## src/rtl/file_access_arb.sv

```systemverilog
// file_access_arb: sequences every access to the single-port file register array.
// Arbitrates between the core datapath and the debug port with a starvation cap,
// resolves INDF (file field 0) through FSR for core accesses, and runs each
// access as read, capture, optional write, then a one-cycle ack to the owner.
module file_access_arb #(
    parameter int AW         = 5,
    parameter int DW         = 8,
    parameter int STARVE_MAX = 3
) (
    input  logic          clk,
    input  logic          rst_n,
    input  logic          core_req,
    input  logic          core_we,
    input  logic [AW-1:0] core_inst_f,
    input  logic [AW-1:0] fsr,
    input  logic [DW-1:0] core_wdata,
    output logic          core_ack,
    output logic [DW-1:0] core_rdata,
    input  logic          dbg_req,
    input  logic          dbg_we,
    input  logic [AW-1:0] dbg_addr,
    input  logic [DW-1:0] dbg_wdata,
    output logic          dbg_ack,
    output logic [DW-1:0] dbg_rdata,
    output logic [AW-1:0] rf_addr,
    output logic          rf_re,
    output logic          rf_we,
    output logic [DW-1:0] rf_wdata,
    input  logic [DW-1:0] rf_rdata,
    output logic          busy
);

    localparam int SW = (STARVE_MAX < 1) ? 1 : $clog2(STARVE_MAX + 1);

    typedef enum logic [2:0] {
        IDLE = 3'd0,
        RD   = 3'd1,
        CAP  = 3'd2,
        WR   = 3'd3,
        DONE = 3'd4
    } state_t;

    state_t        state_q, state_d;
    logic [SW-1:0] starve_q, starve_d;
    logic          owner_dbg_q, owner_dbg_d;
    logic          we_q, we_d;
    logic          null_q, null_d;
    logic [AW-1:0] addr_q, addr_d;
    logic [DW-1:0] wdata_q, wdata_d;
    logic [DW-1:0] core_rdata_q, core_rdata_d;
    logic [DW-1:0] dbg_rdata_q, dbg_rdata_d;
    logic          dbg_wins;
    logic [AW-1:0] core_eff_addr;

    // Arbitrate in IDLE, latch the winning request, and step through the access phases.
    always_comb begin
        state_d       = state_q;
        starve_d      = starve_q;
        owner_dbg_d   = owner_dbg_q;
        we_d          = we_q;
        null_d        = null_q;
        addr_d        = addr_q;
        wdata_d       = wdata_q;
        core_rdata_d  = core_rdata_q;
        dbg_rdata_d   = dbg_rdata_q;
        dbg_wins      = dbg_req && (!core_req || (starve_q == SW'(STARVE_MAX)));
        core_eff_addr = (core_inst_f != '0) ? core_inst_f : fsr;
        case (state_q)
            IDLE: begin
                if (dbg_wins) begin
                    owner_dbg_d = 1'b1;
                    we_d        = dbg_we;
                    null_d      = 1'b0;
                    addr_d      = dbg_addr;
                    wdata_d     = dbg_wdata;
                    starve_d    = '0;
                    state_d     = RD;
                end else if (core_req) begin
                    owner_dbg_d = 1'b0;
                    we_d        = core_we;
                    // INDF with FSR=0 points nowhere: the access runs but never touches the array.
                    null_d      = (core_inst_f == '0) && (fsr == '0);
                    addr_d      = core_eff_addr;
                    wdata_d     = core_wdata;
                    // Count only core grants that made a waiting debug request wait longer.
                    starve_d    = dbg_req ? starve_q + SW'(1) : '0;
                    state_d     = RD;
                end
            end
            RD: state_d = CAP;
            CAP: begin
                if (owner_dbg_q) begin
                    dbg_rdata_d = null_q ? '0 : rf_rdata;
                end else begin
                    core_rdata_d = null_q ? '0 : rf_rdata;
                end
                state_d = we_q ? WR : DONE;
            end
            WR:      state_d = DONE;
            DONE:    state_d = IDLE;
            default: state_d = IDLE;
        endcase
    end

    // Decode array strobes, address/data buses and acks from the current phase.
    always_comb begin
        rf_re      = (state_q == RD) && !null_q;
        rf_we      = (state_q == WR) && !null_q;
        rf_addr    = ((state_q == RD) || (state_q == WR)) ? addr_q : '0;
        rf_wdata   = (state_q == WR) ? wdata_q : '0;
        core_ack   = (state_q == DONE) && !owner_dbg_q;
        dbg_ack    = (state_q == DONE) && owner_dbg_q;
        core_rdata = core_rdata_q;
        dbg_rdata  = dbg_rdata_q;
        busy       = (state_q != IDLE);
    end

    // Control state and the held read-data registers; reset aborts any access in flight.
    always_ff @(posedge clk) begin
        if (!rst_n) begin
            state_q      <= IDLE;
            starve_q     <= '0;
            owner_dbg_q  <= 1'b0;
            we_q         <= 1'b0;
            null_q       <= 1'b0;
            core_rdata_q <= '0;
            dbg_rdata_q  <= '0;
        end else begin
            state_q      <= state_d;
            starve_q     <= starve_d;
            owner_dbg_q  <= owner_dbg_d;
            we_q         <= we_d;
            null_q       <= null_d;
            core_rdata_q <= core_rdata_d;
            dbg_rdata_q  <= dbg_rdata_d;
        end
    end

    // Latched address and write data; only observed while an access is running.
    always_ff @(posedge clk) begin
        addr_q  <= addr_d;
        wdata_q <= wdata_d;
    end

endmodule

```

## config.mk

```make
export PLATFORM = sky130hd
export DESIGN_NAME = file_access_arb
export DESIGN_NICKNAME = d
export VERILOG_FILES = /design/src/rtl/file_access_arb.sv
export SDC_FILE = /design/constraint.sdc
export NUM_CORES = 1
export LEC_CHECK = 0
export BUFFER_PORTS_ARGS = -buffer_cell sky130_fd_sc_hd__buf_4
export CAP_MARGIN = 15
export CORE_AREA = 2 2 90 92
export DETAILED_ROUTE_END_ITERATION = 7
export DIE_AREA = 0 0 92 94
export GPL_ROUTABILITY_DRIVEN = 0
export PLACE_DENSITY = 0.47
export SYNTH_ARGS = -nofsm -noshare
export SYNTH_HDL_FRONTEND = slang
export SYNTH_SLANG_ARGS = --single-unit
export TNS_END_PERCENT = 30
```

## constraint.sdc

```tcl
create_clock -name clk -period 2.4 [get_ports clk]
set_input_delay 0.24 -clock clk [delete_from_list [all_inputs] [get_ports clk]]
set_output_delay 0.24 -clock clk [all_outputs]
set_load 0.01 [all_outputs]
```

* After elaboration in Yosys (flattened, before gate mapping)
Cells that the tools add are included.
Storage, ports and cells: word-level logic and storage cells 58, input port bits 45, flip-flop bits (word level) 37, output and inout port bits 34
Operators by class: muxes and demuxes 21, $add $sub $neg 1, reductions and logical operators 20, bitwise logic cells 1, eq/ne operators 6
Operators with widths (count):
- two-way mux 8 bit | 4
- two-way mux 5 bit | 4
- case mux 3 bit (4 select lines) | 1
- zero test 5 bit | 2
- two-way mux 3 bit | 3
- == test 3 x 2 -> 1 bit, second input constant | 2
- logical AND 1 bit | 6
- two-way mux 1 bit | 6
- two-way mux 2 bit | 3
- AND reduction 2 bit | 3
- nonzero test 5 bit | 1
- == test 3 x 1 -> 1 bit, second input constant | 1
- == test 3 bit, second input constant | 1
- zero test 1 bit | 3
- zero test 3 bit | 1
- inequality test 3 bit, second input constant | 1
- nonzero test 3 bit | 1
- adder 2 x 1 -> 2 bit, second input constant | 1
- == test 2 bit, second input constant | 1
- logical OR 1 bit | 2
- nonzero test 2 bit | 1
- NOT 1 bit | 1

* Longest topological paths before layout
Gate-level depths: netlist of the first run.
word-level depth 5, mapped depth 6, mapped depth without buffers 4

* Worst setup path before layout of the first run
OpenSTA, ideal clock, no wires.
path kind register to register, start point reg state_q[0], end point reg addr_q[0], enable pin, library setup time 384 ps, period minus slack after synthesis 1759 ps, data required time 2016 ps, stages on the path, launching flop included 5, buffers on the path 1, arrival 1375 ps, setup slack 641 ps, cells stage by stage dfxtp_1 buf_6 nor3_4 inv_2 nor2_1
Between the ends: longest elaborated chain between the ends 2
RTL lines:
- start, declared | RTL line 43 | state_t state_q, state_d;
- start signal, assigned | RTL line 129 | state_q <= state_d;
- zero test 3 bit | RTL line 68 | case (state_q)
- AND reduction 2 bit (no line)
- end signal, assigned | RTL line 141 | addr_q <= addr_d;
- end, declared | RTL line 48 | logic [AW-1:0] addr_q, addr_d;
No other way between the ends. A chain may end at the register's enable or synchronous reset.

* Worst setup path in the final report of the first run
start point reg state_q[1], end point out rf_wdata[6]
Between the ends: longest elaborated chain between the ends 2
RTL lines:
- == test 3 x 2 -> 1 bit | RTL line 110 | rf_wdata = (state_q == WR) ? wdata_q : '0;
- two-way mux 8 bit | RTL line 110
- end, declared | RTL line 28 | output logic [DW-1:0] rf_wdata,
No other way between the ends.

==> metrics.md, run 1 <==
| Metric | Value |
|---|---|
| Core area | 0.007607 sq mm |
| Post-route ant nets | 0 |
| CTS Buf Count | 5 |
| Post-synth EDFFs | 13 |
| Post-DP HPWL | 3609 um |
| Tmin final | 2020 ps |
| Crit Path Class | register to output port |
| Placed Area | 0.002524 sq mm |
| Vias in the first global route | 1492 |
| Total of warnings raised by yosys | 0 |
| Max Freq | 495.0 MHz |
| Clock Sinks | 37 |
| Slew Limit Fails | 0 |
| Initial antenna violation count | 0 |
| Global-route met2 utilization | 17.46% |
| Count of final hold-check violations | 0 |
| FF-to-FF End | wdata_q[7]$_DFFE_PP_ |
| Cell depth of the worst min-delay path | 3 |
| Final Setup Violations | 0 |
| XOR/XNOR share of the synthesized area | 0% |
| CTS H-tree lvls | 2 |
| Setup Buffers After CTS | 0 |
| Syn Std Cell Area | 0.001857 sq mm |
| DR vias | 1556 |
| Critical Path RT | 2160 ps |
| Post-CTS resize count | 0 |
| Worst VDD drop | 0.2382 mV |
| Starting Density | 24.41% |
| Port buffer count | 78 |
| Worst-Margin Slew | 608.5 ps |
| Ys flop type | dfxtp_1 |
| Reg2reg path depth | 4 |
| Pin count of the biggest net entering global routing | 26 |
| Area of the multi-input gates | 905.9 sq um |
| DRT Wirelength | 4810 um |
| Total die area | 0.008648 sq mm |
| DR iter-0 viols | 63 |
| Status | completed |
| Die outline width | 92 um |
| Overflow after GRT | 0 |
| Adder-Cell Fraction of Synth Area | 0.6739% |
| Met3 usage | 2.568% |
| Vias per inst | 4.346 |
| GRT Total Usage | 11.22% |
| Filler instances | 816 |
| Reg2reg start | starve_q[0]$_SDFFE_PN0P_ |
| Cell area after layout | 0.002614 sq mm |
| CTS tree | yes |
| Area growth syn-to-layout | 40.77% |
| DR pass1 iterations | 4 |
| CP Launch Type | register |
| Fraction of registers with async set/reset | 0% |
| Row count | 32 |
| Syn Nets | 226 |
| Synthesized flop and latch total | 37 |
| Die Span Y | 94 um |
| Register cell area after layout | 870.8 sq um |
| First-pass GRT wire length | 7603 um |
| Arr. time, crit path | 1780 ps |
| RSZ-0062 raised after global routing | false |
| Setup crit end kind | output port |
| Clock root buffer | clkbuf_8 |
| Mapped Avg Cell Area | 10.32 sq um |
| Layout net count | 301 |
| Mux share of post-synthesis cell area | 9.704% |
| Worst slew margin | 59.35% |
| CTS Hold Buffers Added | 0 |
| Met1 usage | 15.31% |
| Combinational family with the most area after synthesis | simple AND/OR/NAND/NOR gates |
| Reg2Reg Setup Slack | 490 ps |
| WHS Endpoint | null_q$_SDFFE_PN0P_ |
| Worst-Skew Late Latency | 280 ps |
| Worst Hold Launch | fsr[1] |
| Tcrit/Tclk final | 84.17% |
| Synthesized instance count | 180 |
| Reg clk slew, reported paths | 70 ps |
| Compound-Gate Fraction of Synth Area | 11.39% |
| Non-filler instance count after layout | 358 |
| Finished Core Util | 34.36% |
| Synth Area in Simple Gates | 27.02% |
| PwrDens | 551.9 mW/mm^2 |
| GRT busiest layer | met2 |
| Routed wire per std cell | 13.44 um |
| Worst Hold Class | primary input to register |
| # diodes | 0 |
| Clk buf depth | 2 |
| Clock Skew | 4.828 ps |
| Residual DRC | 0 |
| P_leak | 1.079 nW |
| Placed cell count | 350 |
| Share of layout cells above drive strength 1 | 40.23% |
| Setup tns final | 0 ps |
| Crit-path max FO | 11 |
| Register area share after synthesis | 46.90% |
| I/O pin count | 79 |
| Max-cap viol count | 0 |
| Synth unique cells | 38 |
==> critical path, cell delays in order, from the launching register on <==
cell and delay [ps]:
dfxtp_1 560, nor2b_1 570, and3_1 250, buf_4 120
==> how the worst max path moves through the flow <==
stage | from | end | cells after the start
3_5_place_dp | starve_q[0]$_SDFFE_PN0P_ | wdata_q[7]$_DFFE_PP_ | 4
3_3_place_gp | starve_q[0]$_SDFFE_PN0P_ | wdata_q[4]$_DFFE_PP_ | 4
4_1_cts | state_q[1]$_SDFFE_PN0P_ | rf_wdata[6] | 3
2_1_floorplan | state_q[0]$_SDFFE_PN0P_ | addr_q[0]$_DFFE_PP_ | 4
5_1_grt | state_q[1]$_SDFFE_PN0P_ | rf_wdata[6] | 3
6_report | state_q[1]$_SDFFE_PN0P_ | rf_wdata[6] | 3
==> synthesized netlist by cell type (5+ instances only) <==
cell type	n	area share [%]
a21oi_1	6	1.6
edfxtp_1	13	21
and3_1	9	3.0
dfxtp_1	24	26
nand2_1	20	4.0
clkbuf_1	7	1.4
a21boi_0	11	4.4
nor2b_1	19	6.4
and2_1	5	1.7
mux2_2	8	4.9
mux2i_1	9	4.9
==> power breakdown <==
group,switching (mW),total (mW),internal (mW)
registers,0.0294,0.734,0.704
clock network,0.210,0.444,0.234
logic,0.122,0.265,0.143
total,0.361,1.44,1.08
==> placed cells by master, fill, tap and decap left out, drive strengths merged <==
cell type / count
a2111o: 1
a21boi: 11
a21oi: 6
a2bb2oi: 4
a32oi: 1
and2: 5
and3: 9
and3b: 1
and4bb: 3
buf: 81
clkbuf: 8
dfxtp: 24
edfxtp: 13
ha: 1
inv: 3
mux2: 8
mux2i: 9
nand2: 20
nand2b: 2
nand3: 1
nand3b: 4
nand4: 1
nand4b: 1
nor2: 4
nor2b: 19
nor3: 1
nor3b: 1
nor4: 2
nor4b: 2
o211ai: 1
o21ai: 5
o221a: 1
or4b: 3
==> layer usage <==
metal | wire length (um) | vias to the layer above
li1 | - | 792
met2 | 2382 | 30
met4 | 60 | 0
met1 | 2184 | 730
met5 | 0 | -
met3 | 183 | 4
==> metrics by stage <==
| step | power (mW) | hold WS (ps) | setup WS, ps |
|---|---|---|---|
| after floorplan | 0.8858 | 393.8 | 641.2 |
| after global placement | 1.016 | 452.7 | 532.8 |
| after detailed placement | 1.018 | 458.4 | 461.3 |
| after CTS | 1.473 | 230.0 | 345.3 |
| after global routing | 1.531 | 235.5 | 199.2 |
| final | 1.443 | 236.9 | 379.9 |
==> registers in the layout, summed over array words and instances (netlist names) <==
name and cells:
addr_q 5, core_rdata 8, dbg_rdata 8, null_q 1, owner_dbg_q 1, starve_q 2, state_q 3, wdata_q 8
we_q 1
==> area by class of cell <==
cell class,count,area share [%]
flip-flops and latches,37,33.32
repair buffers,81,23.26
multi-input cells,127,34.66
inverters,3,0.4308
clock buffers,8,3.447
well taps,102,4.883
==> cells by family (layout without fill, tap and decap cells) <==
| logic type | Yosys count | count (layout) |
|---|---|---|
| muxes | 17 | 17 |
| buffers and inverters | 16 | 92 |
| and+or+nand+nor | 79 | 79 |
| AOI/OAI and AO/OA | 30 | 30 |
| adders and majority gates | 1 | 1 |
| DFF | 37 | 37 |
Power figures use the tool's default switching activity.
==> inputs of run 2 (changes only) <==
- PLACE_DENSITY: 0.47 -> 0.49
- clock period: 2.4 -> 1.7 ns (I/O delays scaled with it)
==> run 2 against run 1 <==
Effect of this change:
- power up 43%
- die area stayed put
- non-clock buffer count is 6 higher
- combinational power rose by 55%
- clock power rose by 41%
- via count down 1.6%
- routed wire length is 0.37% higher
- core utilization is 0.87 points higher
- global-route usage decreased by 0.10 points
- count of clock-buffer cells in the layout unchanged
- highest routed layer unchanged
==> metrics.md, run 2 (same netlist as run 1, synthesis figures left out) <==
| Metric | Value |
|---|---|
| Max Freq | 633.0 MHz |
| CTS Hold Buffers Added | 0 (unchanged) |
| PwrDens | 770.3 mW/mm^2 (+40%) |
| CTS H-tree lvls | 2 (unchanged) |
| Finished Core Util | 35.23% (+0.87 points) |
| Sequential share of power | 49.9% (-1.0 points) |
| Max-cap viol count | 0 (unchanged) |
| GRT busiest layer | met2 |
| Post-DP HPWL | 3657 um (+1.3%) |
| Setup Buffers After CTS | 0 (unchanged) |
| I/O pin count | 79 (unchanged) |
| Die outline width | 92 um (unchanged) |
| Arr. time, crit path | 1410 ps (-370 ps) |
| CTS tree | yes |
| Non-filler instance count after layout | 364 (+1.7%) |
| First-pass GRT wire length | 7452 um (-2.0%) |
| Count of final hold-check violations | 0 (unchanged) |
| Die Span Y | 94 um (unchanged) |
| Met1 usage | 15.35% (+0.042 points) |
| Core area | 0.007607 sq mm (unchanged) |
| Slew Limit Fails | 0 (unchanged) |
| Pin count of the biggest net entering global routing | 25 (-3.8%) |
| GRT Total Usage | 11.11% (-0.10 points) |
| Critical Path RT | 1530 ps (-630 ps) |
| Crit-path max FO | 13 (+2) |
| Clk pwr share | 30.3% (-0.5 points) |
| Reg clk slew, reported paths | 70 ps (about the same) |
| Hold slack final | 163.7 ps (-73.22 ps) |
| Logic pwr share | 19.9% (+1.6 points) |
| Residual DRC | 0 (unchanged) |
| Port buffer count | 78 (unchanged) |
| Worst slew margin | 68.90% (+9.6 points) |
| DR pass1 iterations | 3 (-1) |
| Cell area after layout | 0.002680 sq mm (+2.5%) |
| Vias in the first global route | 1438 (-3.6%) |
| Most frequent cells in the layout | buf_4 (86), dfxtp_1 (21), nand2_1 (20), nor2b_1 (19), edfxtp_1 (13) |
| Worst Hold Class | primary input to register |
| Post-route ant nets | 0 (unchanged) |
| Switching pwr | 0.5123 mW (+42%) |
| DRT Wirelength | 4828 um (+0.37%) |
| P_leak | 1.114 nW (+3.2%) |
| Placed Area | 0.002584 sq mm (+2.4%) |
| Total Power | 2.065 mW (+43%) |
| Global-route met2 utilization | 16.79% (-0.67 points) |
| Setup crit end kind | output port |
| Pint | 1.552 mW (+44%) |
| Status | completed |
| Layout net count | 307 (+2.0%) |
| Met3 usage | 2.729% (+0.16 points) |
| Share of layout cells above drive strength 1 | 43.51% (+3.3 points) |
| Vias per inst | 4.206 (-3.2%) |
| Total die area | 0.008648 sq mm (unchanged) |
| Initial antenna violation count | 0 (unchanged) |
| Clock Sinks | 37 (unchanged) |
| RSZ-0062 raised after global routing | true |
| Overflow after GRT | 0 (unchanged) |
| Area growth syn-to-layout | 44.34% |
| Starting Density | 24.41% (unchanged) |
| Clock Skew | 7.331 ps (+2.503 ps) |
| CTS Buf Count | 5 (unchanged) |
| Placed cell count | 356 (+1.7%) |
| Final Setup Violations | 0 (unchanged) |
| Tcrit/Tclk final | 92.93% |
| Clk buf depth | 2 (unchanged) |
| Tmin final | 1580 ps |
| Routed wire per std cell | 13.26 um (-1.3%) |
| DR vias | 1531 (-1.6%) |
| Row count | 32 (unchanged) |
| CP Launch Type | register |
| Crit Path Class | register to output port |
| Worst-Skew Late Latency | 290 ps (about the same) |
| # diodes | 0 (unchanged) |
| DR iter-0 viols | 51 (-19%) |
| Switching Fraction | 24.81% (-0.22 points) |
| Clock root buffer | clkbuf_8 |
| Worst VDD drop | 0.2837 mV (+19%) |
| Worst-Margin Slew | 465.8 ps (-142.7 ps) |
| Most common cell after layout, fill and taps aside | buf_4 |
[run 2: layout make-up]
cell class                      instances  area, sq um
Tap cell                              102        127.6
Clock buffer                            8        90.09
Timing Repair Buffer                   87        665.6
Sequential cell                        37        874.6
Inverter                                3        11.26
Multi-Input combinational cell        127        910.9
Fill cell                             819         4927
[run 2: worst max-delay path, cell delays in order, from the launching register on]
cell and delay [ps]:
dfxtp_2 390, buf_4 200, inv_1 90, nor4_1 280, buf_4 170
[run 2: what timing repair did]
item / 4_1_cts / 5_1_grt
endpoints found under the hold margin: 0 / 0
resized for setup: 2 / 2
setup endpoints to repair: 5 / 13
[run 2: final timing paths]
path | slack (ps) | from | end | cells past startpoint
setup / recovery | 120 | state_q[0]$_SDFFE_PN0P_ | rf_re | 4
hold / removal | 160 | fsr[1] | null_q$_SDFFE_PN0P_ | 3
setup reg to reg | 160 | starve_q[0]$_SDFFE_PN0P_ | wdata_q[4]$_DFFE_PP_ | 5
hold reg to reg | 460 | core_rdata[3]$_SDFFE_PN0P_ | core_rdata[3]$_SDFFE_PN0P_ | 2
[run 2: power groups by stage]
stage | combinational (mW) | clock (mW) | sequential (mW)
finish | 0.410 | 0.625 | 1.03
global route | 0.454 | 0.688 | 1.04
CTS | 0.418 | 0.649 | 1.03
detailed placement | 0.415 | 0 | 1.05
global placement | 0.415 | 0 | 1.05
floorplan | 0.216 | 0 | 1.04
[run 2: metrics by stage]
stage	setup WS, ps	setup TNS [ps]
3_5_place_dp	160.2	0
3_3_place_gp	168.0	0
4_1_cts	30.84	0
5_1_grt	-22.69	-51.13
2_1_floorplan	-5.252	-26.26
6_report	120.1	0
[run 2: routing by layer]
metal / vias up / part of all wire [%]
li1: 803 / -
met1: 695 / 47
met2: 28 / 48
met3: 5 / 3.6
met4: 0 / 1.5
met5: - / 0
==> inputs of run 3 (changes only) <==
- CORE_AREA: 2 2 90 92 -> 2 2 72 74
- DIE_AREA: 0 0 92 94 -> 0 0 74 76
- PLACE_DENSITY: 0.49 -> 0.7
==> run 3 against run 2 <==
Effect of this change:
- via count is 2.9% higher
- power up 4.3%
- clock power grew 15%
- global-route usage up 4.4 points
- non-clock buffer count is 2 lower
- combinational power is 2% lower
- worst setup slack improved by 61 ps
- critical endpoint is now wdata_q[6]$_DFFE_PP_
- largest cell class unchanged
==> metrics.md, run 3 (same netlist as run 1, synthesis figures left out) <==
| Metric | Value |
|---|---|
| CTS Hold Buffers Added | 0 (unchanged) |
| P_leak | 1.116 nW (+0.20%) |
| GRT Total Usage | 15.47% (+4.4 points) |
| DR pass1 iterations | 4 (+1) |
| Clock Sinks | 37 (unchanged) |
| CTS tree | yes |
| Worst Hold Launch | fsr[1] |
| Share of layout cells above drive strength 1 | 43.85% (+0.33 points) |
| Die outline width | 74 um (-20%) |
| WHS Endpoint | null_q$_SDFFE_PN0P_ |
| Die Span Y | 76 um (-19%) |
| Worst-Margin Slew | 454.4 ps (-11.35 ps) |
| Crit Path Class | register to register |
| Placed Area | 0.002529 sq mm (-2.1%) |
| Residual DRC | 0 (unchanged) |
| Cell area after layout | 0.002649 sq mm (-1.2%) |
| Post-route ant nets | 0 (unchanged) |
| Total Power | 2.152 mW (+4.3%) |
| Pin count of the biggest net entering global routing | 26 (+4.0%) |
| # diodes | 0 (unchanged) |
| Max-cap viol count | 0 (unchanged) |
| Max incr delay on CP | 370 ps (-20 ps) |
| Arr. time, crit path | 1560 ps (+150 ps) |
| Worst slew margin | 69.59% (+0.69 points) |
| Reg clk slew, reported paths | 70 ps (about the same) |
| DRT Wirelength | 4374 um (-9.4%) |
| Count of final hold-check violations | 0 (unchanged) |
| FF-to-FF End | wdata_q[6]$_DFFE_PP_ |
| Final Setup Violations | 0 (unchanged) |
| CP Launch Type | register |
| Core area | 0.004912 sq mm (-35%) |
| Clock root buffer | clkbuf_8 |
| Tmin final | 1518 ps (-61.36 ps) |
| Post-DP HPWL | 3274 um (-10%) |
| DR vias | 1576 (+2.9%) |
| Reg2reg start | starve_q[0]$_SDFFE_PN0P_ |
| Overflow after GRT | 0 (unchanged) |
| PwrDens | 812.6 mW/mm^2 (+5.5%) |
| Critical Path RT | 1740 ps (+210 ps) |
| First-pass GRT wire length | 6927 um (-7.0%) |
| CTS H-tree lvls | 2 (unchanged) |
| Reg2reg path depth | 4 (-1) |
| Vias in the first global route | 1492 (+3.8%) |
| Setup crit end kind | register |
| Most frequent cells in the layout | buf_4 (84), dfxtp_1 (21), nor2b_1 (19), nand2_1 (19), edfxtp_1 (13) |
| RSZ-0062 raised after global routing | false |
| Filler instances | 430 (-47%) |
| Slowest cell on the critical path | mux2_2 |
| CTS Buf Count | 5 (unchanged) |
| Initial antenna violation count | 0 (unchanged) |
| Reg2Reg Setup Slack | 180 ps (+20 ps) |
| Vias per inst | 4.776 (+14%) |
| Worst Hold Class | primary input to register |
| Most common cell after layout, fill and taps aside | buf_4 |
| Max Freq | 658.5 MHz (+4.0%) |
| Total die area | 0.005624 sq mm (-35%) |
| Status | completed |
| I/O pin count | 79 (unchanged) |
| Cell breakdown of the critical path | ha_1 > nand2b_1 > nand2_2 > mux2_2 |
| Clock Skew | 4.720 ps (-2.610 ps) |
| Crit-path max FO | 9 (-4) |
| Port buffer count | 78 (unchanged) |
| Row count | 26 (-19%) |
| Tcrit/Tclk final | 89.32% (-3.6 points) |
| Clk buf depth | 2 (unchanged) |
| Worst-Skew Late Latency | 280 ps (about the same) |
| Area growth syn-to-layout | 42.65% |
| Cell depth of the worst min-delay path | 3 (unchanged) |
| Layout net count | 305 (-0.65%) |
| Worst VDD drop | 0.4060 mV (+43%) |
| DR iter-0 viols | 62 (+22%) |
| Routed wire per std cell | 13.25 um (about the same) |
| Slew Limit Fails | 0 (unchanged) |
| Starting Density | 37.80% (+13 points) |
run 3: changes by cell type in the layout (fill, tap and decap cells not counted):
cell and delta:
nand2_1 -1, clkbuf_16 +1, buf_4 -2, clkbuf_1 -1, nand2_2 +1
run 3: timing repair:
action | 4_1_cts | 5_1_grt
resized for setup | 0 | 5
endpoints found under the setup margin | 0 | 23
buffers inserted | 0 | 0
run 3: critical path, delay by kind of cell (launching register included):
family | cells | cell delay [ps]
adders and majority gates | 1 | 220
DFF | 1 | 320
muxes | 1 | 370
and+or+nand+nor | 2 | 370
run 3: per-layer routing:
layer / GRT usage (%) / vias up / part of all wire [%] / routed length, um
li1: - / 808 / - / -
met1: 20.24 / 737 / 44 / 1921
met5: 0 / - / 0 / 0
met4: 4.545 / 0 / 0.64 / 28
met2: 25.62 / 29 / 51 / 2252
met3: 2.910 / 2 / 3.9 / 171
run 3: report_power, final:
part	switching (mW)	leakage, nW	internal, mW	total [mW]
registers	0.0363	0.322	0.996	1.03
clock network	0.297	0.0566	0.419	0.716
logic	0.181	0.737	0.223	0.403
total	0.515	1.12	1.64	2.15
run 3: layout make-up:
class,instances,area [sq um],share of cell area [%]
multi-input cells,127,913.4,34.48
inverters,3,11.26,0.4251
repair buffers,85,650.6,24.56
flip-flops and latches,37,874.6,33.02
well taps,70,87.58,3.307
clock buffers,8,111.4,4.204
run 3: metrics by stage:
stage / instances / util, % / hold WS, ps / setup slack [ps] / TNS (ps)
after global routing: 330 / 53.92 / 172.1 / 63.48 / 0
after detailed placement: 322 / 51.48 / 452.8 / 81.22 / 0
after CTS: 330 / 53.74 / 150.0 / 48.99 / 0
after floorplan: 180 / - / 323.8 / -5.252 / -26.26
final: 330 / 53.92 / 163.2 / 181.5 / 0
after global placement: 322 / 51.48 / 451.0 / 108.9 / 0
run 3: worst max-delay path by stage:
stage,startpoint,end,slack [ps]
after floorplan,starve_q[0]$_SDFFE_PN0P_,wdata_q[2]$_DFFE_PP_,-5
after global placement,starve_q[0]$_SDFFE_PN0P_,wdata_q[2]$_DFFE_PP_,110
after detailed placement,starve_q[0]$_SDFFE_PN0P_,wdata_q[6]$_DFFE_PP_,80
after CTS,state_q[1]$_SDFFE_PN0P_,rf_wdata[1],50
after global routing,state_q[1]$_SDFFE_PN0P_,rf_we,60
final,starve_q[0]$_SDFFE_PN0P_,wdata_q[6]$_DFFE_PP_,180
